===== config.mk =====
export PLATFORM = sky130hd
export DESIGN_NAME = spartan_dsp48a1
export DESIGN_NICKNAME = d
export VERILOG_FILES = /design/src/rtl/spartan_dsp_pkg.sv /design/src/rtl/dsp_pipe_reg.sv /design/src/rtl/spartan_dsp48a1.sv
export SDC_FILE = /design/constraint.sdc
export NUM_CORES = 2
export LEC_CHECK = 0
export BUFFER_PORTS_ARGS = -buffer_cell sky130_fd_sc_hd__buf_2
export CAP_MARGIN = 20
export CORE_MARGIN = 2
export CORE_UTILIZATION = 50
export CTS_CLUSTER_DIAMETER = 30
export DETAILED_ROUTE_END_ITERATION = 10
export PLACE_DENSITY = 0.71
export SLEW_MARGIN = 20
export SYNTH_ARGS = -nofsm -noshare
export SYNTH_HDL_FRONTEND = slang
export SYNTH_SLANG_ARGS = --single-unit

===== constraint.sdc =====
create_clock -name i_clk -period 16.52 [get_ports i_clk]
set_clock_uncertainty 0.1 [all_clocks]
set_input_delay 2.478 -clock i_clk [delete_from_list [all_inputs] [get_ports i_clk]]
set_output_delay 2.478 -clock i_clk [all_outputs]
set_load 0.1 [all_outputs]

===== src/rtl/spartan_dsp_pkg.sv =====
// Shared widths, OPMODE bit positions and X/Z mux encodings for the DSP48A1-style slice.
package spartan_dsp_pkg;
   localparam int AB_W = 18;
   localparam int M_W  = 36;
   localparam int P_W  = 48;

   localparam int OPM_POST_SUB = 7;
   localparam int OPM_PRE_SUB  = 6;
   localparam int OPM_CIN      = 5;
   localparam int OPM_PRE_EN   = 4;

   typedef enum logic [1:0] {X_ZERO = 2'd0, X_M = 2'd1, X_P = 2'd2, X_DAB = 2'd3} xsel_e;
   typedef enum logic [1:0] {Z_ZERO = 2'd0, Z_PCIN = 2'd1, Z_P = 2'd2, Z_C = 2'd3} zsel_e;
endpackage


===== src/rtl/dsp_pipe_reg.sv =====
// Bypassable pipeline register: sync active-high reset over clock enable; EN=0 makes it a wire.
module dsp_pipe_reg #(
   parameter int WIDTH = 18,
   parameter bit EN    = 1'b1
) (
   input  logic             i_clk,
   input  logic             i_rst,
   input  logic             i_ce,
   input  logic [WIDTH-1:0] i_d,
   output logic [WIDTH-1:0] o_q
);
   generate
      if (EN) begin : g_reg
         logic [WIDTH-1:0] r_q;
         always_ff @(posedge i_clk) begin
            if (i_rst)     r_q <= '0;
            else if (i_ce) r_q <= i_d;
         end
         assign o_q = r_q;
      end else begin : g_wire
         logic w_unused;
         assign w_unused = &{1'b0, i_clk, i_rst, i_ce};
         assign o_q      = i_d;
      end
   endgenerate
endmodule


===== src/rtl/spartan_dsp48a1.sv =====
// Spartan-6 DSP48A1-style slice: pre-adder, 18x18 unsigned multiplier, 48-bit post-adder/accumulator.
// Optional elaboration-time parameter check under macro SPARTAN_DSP_PARAM_CHECK_EN.
module spartan_dsp48a1
   import spartan_dsp_pkg::*;
#(
   parameter bit    A0REG       = 1'b0,
   parameter bit    A1REG       = 1'b1,
   parameter bit    B0REG       = 1'b0,
   parameter bit    B1REG       = 1'b1,
   parameter bit    CREG        = 1'b1,
   parameter bit    DREG        = 1'b1,
   parameter bit    MREG        = 1'b1,
   parameter bit    PREG        = 1'b1,
   parameter bit    CARRYINREG  = 1'b1,
   parameter bit    CARRYOUTREG = 1'b1,
   parameter bit    OPMODEREG   = 1'b1,
   parameter string CARRYINSEL  = "OPMODE5",
   parameter string B_INPUT     = "DIRECT",
   parameter string RSTTYPE     = "SYNC"
) (
   input  logic            i_clk,
   input  logic            i_rsta,
   input  logic            i_rstb,
   input  logic            i_rstc,
   input  logic            i_rstd,
   input  logic            i_rstm,
   input  logic            i_rstp,
   input  logic            i_rstcarryin,
   input  logic            i_rstopmode,
   input  logic            i_cea,
   input  logic            i_ceb,
   input  logic            i_cec,
   input  logic            i_ced,
   input  logic            i_cem,
   input  logic            i_cep,
   input  logic            i_cecarryin,
   input  logic            i_ceopmode,
   input  logic [AB_W-1:0] i_a,
   input  logic [AB_W-1:0] i_b,
   input  logic [AB_W-1:0] i_d,
   input  logic [AB_W-1:0] i_bcin,
   input  logic [P_W-1:0]  i_c,
   input  logic [P_W-1:0]  i_pcin,
   input  logic [7:0]      i_opmode,
   input  logic            i_carryin,
   output logic [M_W-1:0]  o_m,
   output logic [P_W-1:0]  o_p,
   output logic [P_W-1:0]  o_pcout,
   output logic [AB_W-1:0] o_bcout,
   output logic            o_carryout,
   output logic            o_carryoutf
);
`ifdef SPARTAN_DSP_PARAM_CHECK_EN
   if (CARRYINSEL != "OPMODE5" && CARRYINSEL != "CARRYIN") begin : g_bad_cinsel
      $fatal(1, "spartan_dsp48a1: illegal CARRYINSEL");
   end
   if (B_INPUT != "DIRECT" && B_INPUT != "CASCADE") begin : g_bad_binput
      $fatal(1, "spartan_dsp48a1: illegal B_INPUT");
   end
   if (RSTTYPE != "SYNC") begin : g_bad_rsttype
      $fatal(1, "spartan_dsp48a1: only RSTTYPE SYNC is supported");
   end
`endif

   // Unrecognised strings fall back to the default sources.
   localparam bit CIN_FROM_PORT = (CARRYINSEL == "CARRYIN");
   localparam bit B_FROM_CASC   = (B_INPUT == "CASCADE");

   logic [AB_W-1:0] w_a0, w_a1, w_b0, w_b1, w_d, w_pre, w_b_src, w_b1_in;
   logic [P_W-1:0]  w_c, w_x, w_z;
   logic [M_W-1:0]  w_mult;
   logic [7:0]      w_opmode;
   logic            w_cin_sel, w_cin;
   logic [P_W:0]    w_r;

   assign w_b_src = B_FROM_CASC ? i_bcin : i_b;

   dsp_pipe_reg #(.WIDTH(AB_W), .EN(A0REG)) u_a0 (.i_clk(i_clk), .i_rst(i_rsta), .i_ce(i_cea), .i_d(i_a), .o_q(w_a0));
   dsp_pipe_reg #(.WIDTH(AB_W), .EN(B0REG)) u_b0 (.i_clk(i_clk), .i_rst(i_rstb), .i_ce(i_ceb), .i_d(w_b_src), .o_q(w_b0));
   dsp_pipe_reg #(.WIDTH(AB_W), .EN(DREG))  u_d  (.i_clk(i_clk), .i_rst(i_rstd), .i_ce(i_ced), .i_d(i_d), .o_q(w_d));
   dsp_pipe_reg #(.WIDTH(P_W),  .EN(CREG))  u_c  (.i_clk(i_clk), .i_rst(i_rstc), .i_ce(i_cec), .i_d(i_c), .o_q(w_c));
   dsp_pipe_reg #(.WIDTH(8), .EN(OPMODEREG)) u_opm (.i_clk(i_clk), .i_rst(i_rstopmode), .i_ce(i_ceopmode),
                                                   .i_d(i_opmode), .o_q(w_opmode));

   assign w_pre   = w_opmode[OPM_PRE_SUB] ? w_d - w_b0 : w_d + w_b0;
   assign w_b1_in = w_opmode[OPM_PRE_EN] ? w_pre : w_b0;

   dsp_pipe_reg #(.WIDTH(AB_W), .EN(A1REG)) u_a1 (.i_clk(i_clk), .i_rst(i_rsta), .i_ce(i_cea), .i_d(w_a0), .o_q(w_a1));
   dsp_pipe_reg #(.WIDTH(AB_W), .EN(B1REG)) u_b1 (.i_clk(i_clk), .i_rst(i_rstb), .i_ce(i_ceb), .i_d(w_b1_in), .o_q(w_b1));

   assign w_mult = M_W'(w_a1) * M_W'(w_b1);

   dsp_pipe_reg #(.WIDTH(M_W), .EN(MREG)) u_m (.i_clk(i_clk), .i_rst(i_rstm), .i_ce(i_cem), .i_d(w_mult), .o_q(o_m));

   assign w_cin_sel = CIN_FROM_PORT ? i_carryin : w_opmode[OPM_CIN];

   dsp_pipe_reg #(.WIDTH(1), .EN(CARRYINREG)) u_cin (.i_clk(i_clk), .i_rst(i_rstcarryin), .i_ce(i_cecarryin),
                                                    .i_d(w_cin_sel), .o_q(w_cin));

   always_comb begin
      w_x = '0;
      case (xsel_e'(w_opmode[1:0]))
         X_ZERO: w_x = '0;
         X_M:    w_x = {{(P_W-M_W){1'b0}}, o_m};
         X_P:    w_x = o_p;
         X_DAB:  w_x = {w_d[11:0], w_a1, w_b1};
      endcase
   end

   always_comb begin
      w_z = '0;
      case (zsel_e'(w_opmode[3:2]))
         Z_ZERO: w_z = '0;
         Z_PCIN: w_z = i_pcin;
         Z_P:    w_z = o_p;
         Z_C:    w_z = w_c;
      endcase
   end

   // 49-bit post-adder so bit 48 carries out (borrow when subtracting).
   assign w_r = w_opmode[OPM_POST_SUB] ? {1'b0, w_z} - ({1'b0, w_x} + (P_W+1)'(w_cin))
                                       : {1'b0, w_z} + {1'b0, w_x} + (P_W+1)'(w_cin);

   dsp_pipe_reg #(.WIDTH(P_W), .EN(PREG)) u_p (.i_clk(i_clk), .i_rst(i_rstp), .i_ce(i_cep),
                                              .i_d(w_r[P_W-1:0]), .o_q(o_p));
   dsp_pipe_reg #(.WIDTH(1), .EN(CARRYOUTREG)) u_cout (.i_clk(i_clk), .i_rst(i_rstp), .i_ce(i_cep),
                                                      .i_d(w_r[P_W]), .o_q(o_carryout));

   assign o_pcout     = o_p;
   assign o_bcout     = w_b1;
   assign o_carryoutf = o_carryout;
endmodule


* Word-level counts from Yosys, hierarchy flattened
Index checks and enable logic that the tools add are counted.
** Storage, ports and cells
- Flip-flop bits (word level) :: 196
- Latch bits :: 0
- Memory bits (writable) :: 0
- Memory bits (read-only) :: 0
- Input port bits :: 194
- Output and inout bits :: 152
- Logic and storage cells :: 29
- Memories :: 0
** Cells by class
- Add/sub/neg operators :: 6
- Multipliers :: 1
- Div/mod/pow operators :: 0
- Order comparisons :: 0
- Equal/unequal tests :: 6
- Shifts and indexed selects :: 0
- Mux-type cells :: 5
- Bitwise gates (word level) :: 0
- Reduce and logical (&&, ||, !) cells :: 2
** Operators by type and width (count)
- 48-bit one-hot mux with 4 select lines :: 2
- 48-bit by 1-bit adder with 49-bit output :: 1
- 48-bit by 48-bit adder with 49-bit output :: 1
- 49-bit by 1-bit adder with 49-bit output :: 1
- 49-bit two-way mux :: 1
- 48-bit by 49-bit subtractor with 49-bit output :: 1
- 18-bit by 18-bit multiplier with 36-bit output :: 1
- 18-bit two-way mux :: 2
- 18-bit adder :: 1
- 18-bit subtractor :: 1
- 2-bit == test (second input constant) :: 4
- 2-bit by 1-bit == test with 1-bit output (second input constant) :: 2
- 2-bit zero test :: 2

* Logic depth before layout (Yosys ltp)
- Depth after elaboration :: 5
- Gate-level depth with buffers :: 26
- Mapped depth without buffers :: 25

* Hierarchy
From an unflattened synthesis, not the netlist that was laid out.
** Second synthesis, totals
- Cell total of the unflattened synthesis :: 3322
- Area total of the unflattened synthesis :: 28074.4 um^2
** Modules (own cells, without submodules)
- spartan_dsp48a1 :: instances 1, cells an instance 2654, area an instance 20738.6 um^2, sequential area each 0.0 um^2
- dsp_pipe_reg at u_c ... :: instances 2, cells an instance 155, area an instance 1729.2 um^2, sequential area each 960.9 um^2
- dsp_pipe_reg at u_a1 ... :: instances 3, cells an instance 58, area an instance 649.4 um^2, sequential area each 360.3 um^2
- dsp_pipe_reg at u_m :: instances 1, cells an instance 116, area an instance 1306.3 um^2, sequential area each 720.7 um^2
- dsp_pipe_reg at u_opm :: instances 1, cells an instance 26, area an instance 285.3 um^2, sequential area each 160.2 um^2
- dsp_pipe_reg at u_a0 ... :: instances 2, cells an instance 18, area an instance 135.1 um^2, sequential area each 0.0 um^2
- dsp_pipe_reg at u_cin ... :: instances 2, cells an instance 3, area an instance 33.8 um^2, sequential area each 20.0 um^2

* Worst setup path before layout
No wires, ideal clock.
- Kind :: reg-to-reg
- Start point :: reg u_b1.g_reg.r_q[3], in the netlist u_b1.o_q[3]
- End point :: reg u_m.g_reg.r_q[34], in the netlist u_m.o_q[34]
- Arrival :: 6820 ps
- Slack :: 9469 ps
- Cell stages (with the launch flop) :: 25
- Buffers on the path :: 2
- Clock period less this slack :: 7051 ps
- Cells stage by stage :: dfxtp_1 -> clkbuf_1 -> clkbuf_1 -> nand2_1 -> fa_1 -> fa_1 -> fa_1 -> fa_1 -> inv_1 -> fa_1 -> inv_1 -> fa_1 -> inv_1 -> ha_1 -> and3_1 -> a22oi_1 -> nor2b_1 -> o31ai_1 -> a21oi_1 -> o21a_1 -> o21ai_1 -> and3_1 -> a211oi_1 -> xor2_1 -> o22ai_1
** Between the ends
- Word-level cells in the longest chain between the ends :: 1
** Ends and longest elaborated chain
- start, declared :: line dsp_pipe_reg.sv:14 : logic [WIDTH-1:0] r_q;
- start signal, assigned :: line dsp_pipe_reg.sv:17 : else if (i_ce) r_q <= i_d;
- 18-bit by 18-bit multiplier with 36-bit output :: line spartan_dsp48a1.sv:91 : assign w_mult = M_W'(w_a1) * M_W'(w_b1);
- end signal, assigned :: line dsp_pipe_reg.sv:17
- end, declared :: line dsp_pipe_reg.sv:14
Every way passes these cells.
A chain may end at the register's enable or synchronous reset.

* Worst setup path in the final report
Same ends and word-level chain as after synthesis.

==> flow_summary_export.csv <==
group,metric,value,unit
min_path,hold_path_class,"flip-flop to flip-flop",
timing,fin_crit,7.446,ns
timing,finalHoldViolCount,0,
die,io_pins,346,
synthesis,ys_types,85,
finish,final_common_cell,"inv_1",
power_and_ir_drop,p_comb_share,54.7,%
finish,final_net_count,4180,
timing,fin_ws,9.074,ns
power_and_ir_drop,ir_worst_vdd,0.09163,mV
clock_network,cts.sinks,196,
timing,tns,0,ns
power_and_ir_drop,power.share.clock,20.2,%
synthesis,postSynthAreaPerCell,8.301,um^2
die,chipWidth,239.0,um
timing,rsz0062_at_grt,"false",
finish,fillers,5224,
power_and_ir_drop,p_seq_share,25.1,%
finish,drive_gt1_share,14.72,%
global_routing,grt_pass1_vias,23460,
synthesis,yosysWarnings,0,
placement,port_buffers,326,
timing,fin_crit_sh,45.08,%
route,wl,83830,um
critical_path,cp.arrival,7.74,ns
timing,fmax,0.1343,GHz
power_and_ir_drop,switchingPower,1.191,mW
critical_path,cpPeakStageDelay,1.09,ns
global_routing,globalRouteOverflowTotal,0,
synthesis,synthArstFlopShare,0,%
synthesis,ys_seq_area_share,14.21,%
route,drt-initial-drc-count,1664,
die,die_y,239.0,um
die,initial_core_util,50.33,%
timing,slew_headroom,20.28,%
route,wire_per_inst,20.07,um
die,dieArea,57130,um^2
finish,layout_common_cells,"inv_1, buf_2, nor2_1, nand2_1, ha_1",
finish,instances_no_fill,4176,
route,ant_nets,0,
synthesis,synth_edf_count,0,
die,rows,86,
global_routing,grt_first_pass_wirelength,131300,um
route,vias_per_cell,5.732,
power_and_ir_drop,pwr_density_cell,78.80,nW/um^2
clock_network,cts_buffers,17,
power_and_ir_drop,internal_power,1.166,mW
global_routing,grt.total_usage,29.69,%
critical_path,crit_slowest_cell,"dfxtp_1",
critical_path,endpoint_kind,"flip-flop",
timing,setup_viol_count_final,0,
clock_network,htree_levels,4,
placement,hpwl,64070,um
route,dr.pass1.iters,7,
critical_path,cp_max_fo,21,
clock_network,insertion_delay,0.53,ns
power_and_ir_drop,p_leak,15.21,nW
clock_network,path_clk_slew,0.08,ns
timing,slew_violations,0,
timing,tightest_slew,1.194,ns
synthesis,synth_area,27620,um^2
finish,seq_area,3930,um^2
clock_network,post_cts_buffers,0,
route,vias,23940,
finish,multiInputGateArea,20980,um^2
synthesis,synth_fp_nets,4049,
route,drc_errors,0,
global_routing,grt_max_degree,66,
finish,area_delta_synth_final,8.281,%
placement,dp.cells,4143,
critical_path,crit_chain,"nand2_1 > fa_1 > fa_1 > fa_1 > fa_1 > inv_1 > fa_1 > inv_1 > fa_1 > inv_1 > ha_1 > and3_1 > a22oi_1 > nor2b_1 > o31ai_1 > a21oi_1 > o21a_1 > o21ai_1 > and3_1 > a211oi_1 > xor2_1 > o22ai_1",
run,drv_cap,0,
critical_path,start_kind,"flip-flop",
critical_path,critPathRequiredTime,16.82,ns
clock_network,ctsHoldBuffers,0,
power_and_ir_drop,swShare,50.52,%
placement,post-place-ws,9.195,ns
clock_network,cts_resized,0,
die,coreArea,54880,um^2
placement,place_congestion,0.9463,
synthesis,ys_seq_elements,196,
global_routing,antenna_found_initial,4,
critical_path,critPathMostFrequentCell,"fa_1",
synthesis,yosys_most_used_dff,"dfxtp_1",
clock_network,cts_max_path_buffers,2,
status,status,"finished clean",
synthesis,syn_inst,3327,
clock_network,cts_tree,"yes",
clock_network,cts-root-buf,"clkbuf_16",
critical_path,critPathKind,"flip-flop to flip-flop",
critical path, delay by kind of cell (launching register included):
family                     cells  cell delay (ns)
xor gates and xnor gates       1             0.17
buffers and inverters          3             0.14
adders and majority gates      7             3.43
and+or+nand+nor                4             0.88
DFF                            1             1.09
AOI/OAI and AO/OA              7             1.51
power groups by stage:
stage	clock network [mW]	registers (mW)	logic [mW]
final	0.476	0.592	1.29
after global placement	0	0.598	1.26
after detailed placement	0	0.600	1.28
after global routing	0.501	0.596	1.40
after CTS	0.488	0.589	1.28
after floorplan	0	0.750	0.831
area by class of cell:
type	instances	area share (%)
Timing Repair Buffer	354	6.159
Tap cell	704	2.945
Inverter	434	5.447
Multi-Input combinational cell	2455	70.16
Clock buffer	17	1.423
Antenna cell	1	0.008368
Sequential cell	196	13.14
Clock inverter	15	0.7113
registers in the layout (all words and copies together) (netlist names):
register / flops
u_opm.o_q: 8
u_d.o_q: 18
u_m.o_q: 36
u_a1.o_q: 18
u_p.o_q: 48
u_b1.o_q: 18
u_cout.o_q: 1
u_cin.o_q: 1
u_c.o_q: 48
stage by stage:
step	power (mW)	hold WS, ns	area (um^2)	utilization [%]
finish	2.357	0.3924	29900	54.49
global route	2.498	0.4234	29900	54.49
CTS	2.360	0.3972	29900	54.49
detailed placement	1.875	0.3771	29260	53.33
global placement	1.862	0.3670	29260	53.33
floorplan	1.581	0.3544	27620	-
worst paths after layout:
path / to / slack [ns] / startpoint / depth (start not counted)
worst max register to register: u_m.o_q[34] / 9.07 / u_b1.o_q[3] / 22
worst min-delay path: u_b1.o_q[7] / 0.39 / u_b1.o_q[7] / 2
worst min register to register: u_b1.o_q[7] / 0.39 / u_b1.o_q[7] / 2
worst max-delay path: u_m.o_q[34] / 9.07 / u_b1.o_q[3] / 22
logic make-up (layout without fill, tap and decap cells):
logic type / after synthesis / after routing / share of synthesized area, %
flops: 196 / 196 / 14.21
xor+xnor: 136 / 136 / 4.313
buf+inv: 676 / 820 / 9.854
simple gates: 930 / 930 / 15.80
compound gates: 625 / 625 / 15.87
other cells: 0 / 1 / 0
mux: 236 / 236 / 8.943
fa+ha+maj: 528 / 528 / 31.02
synthesized netlist by cell type, types with 68 or more instances:
master      n  area [um^2]
a21o_1     85        638.1
a21oi_1   148        740.7
a22o_1     68        595.6
and2_1    140        875.8
clkbuf_1  165        619.3
dfxtp_1   196         3924
fa_1      261         5225
ha_1      267         3341
inv_1     431         1618
mux2_2     86        968.4
mux2i_1   150         1501
nand2_1   287         1077
nor2_1    299         1122
o21ai_0    73        365.4
xnor2_1    98        858.3
routing by layer:
metal / wire length [um] / part of all wire, % / up-vias / track usage (%)
met1: 36340 / 43 / 11580 / 39.30
met2: 37380 / 45 / 938 / 47.09
met4: 3780 / 4.5 / 6 / 13.50
met3: 6289 / 7.5 / 162 / 5.531
met5: 40 / 0.048 / - / 0
li1: - / - / 11250 / -
(Power assumes the default switching activity.)
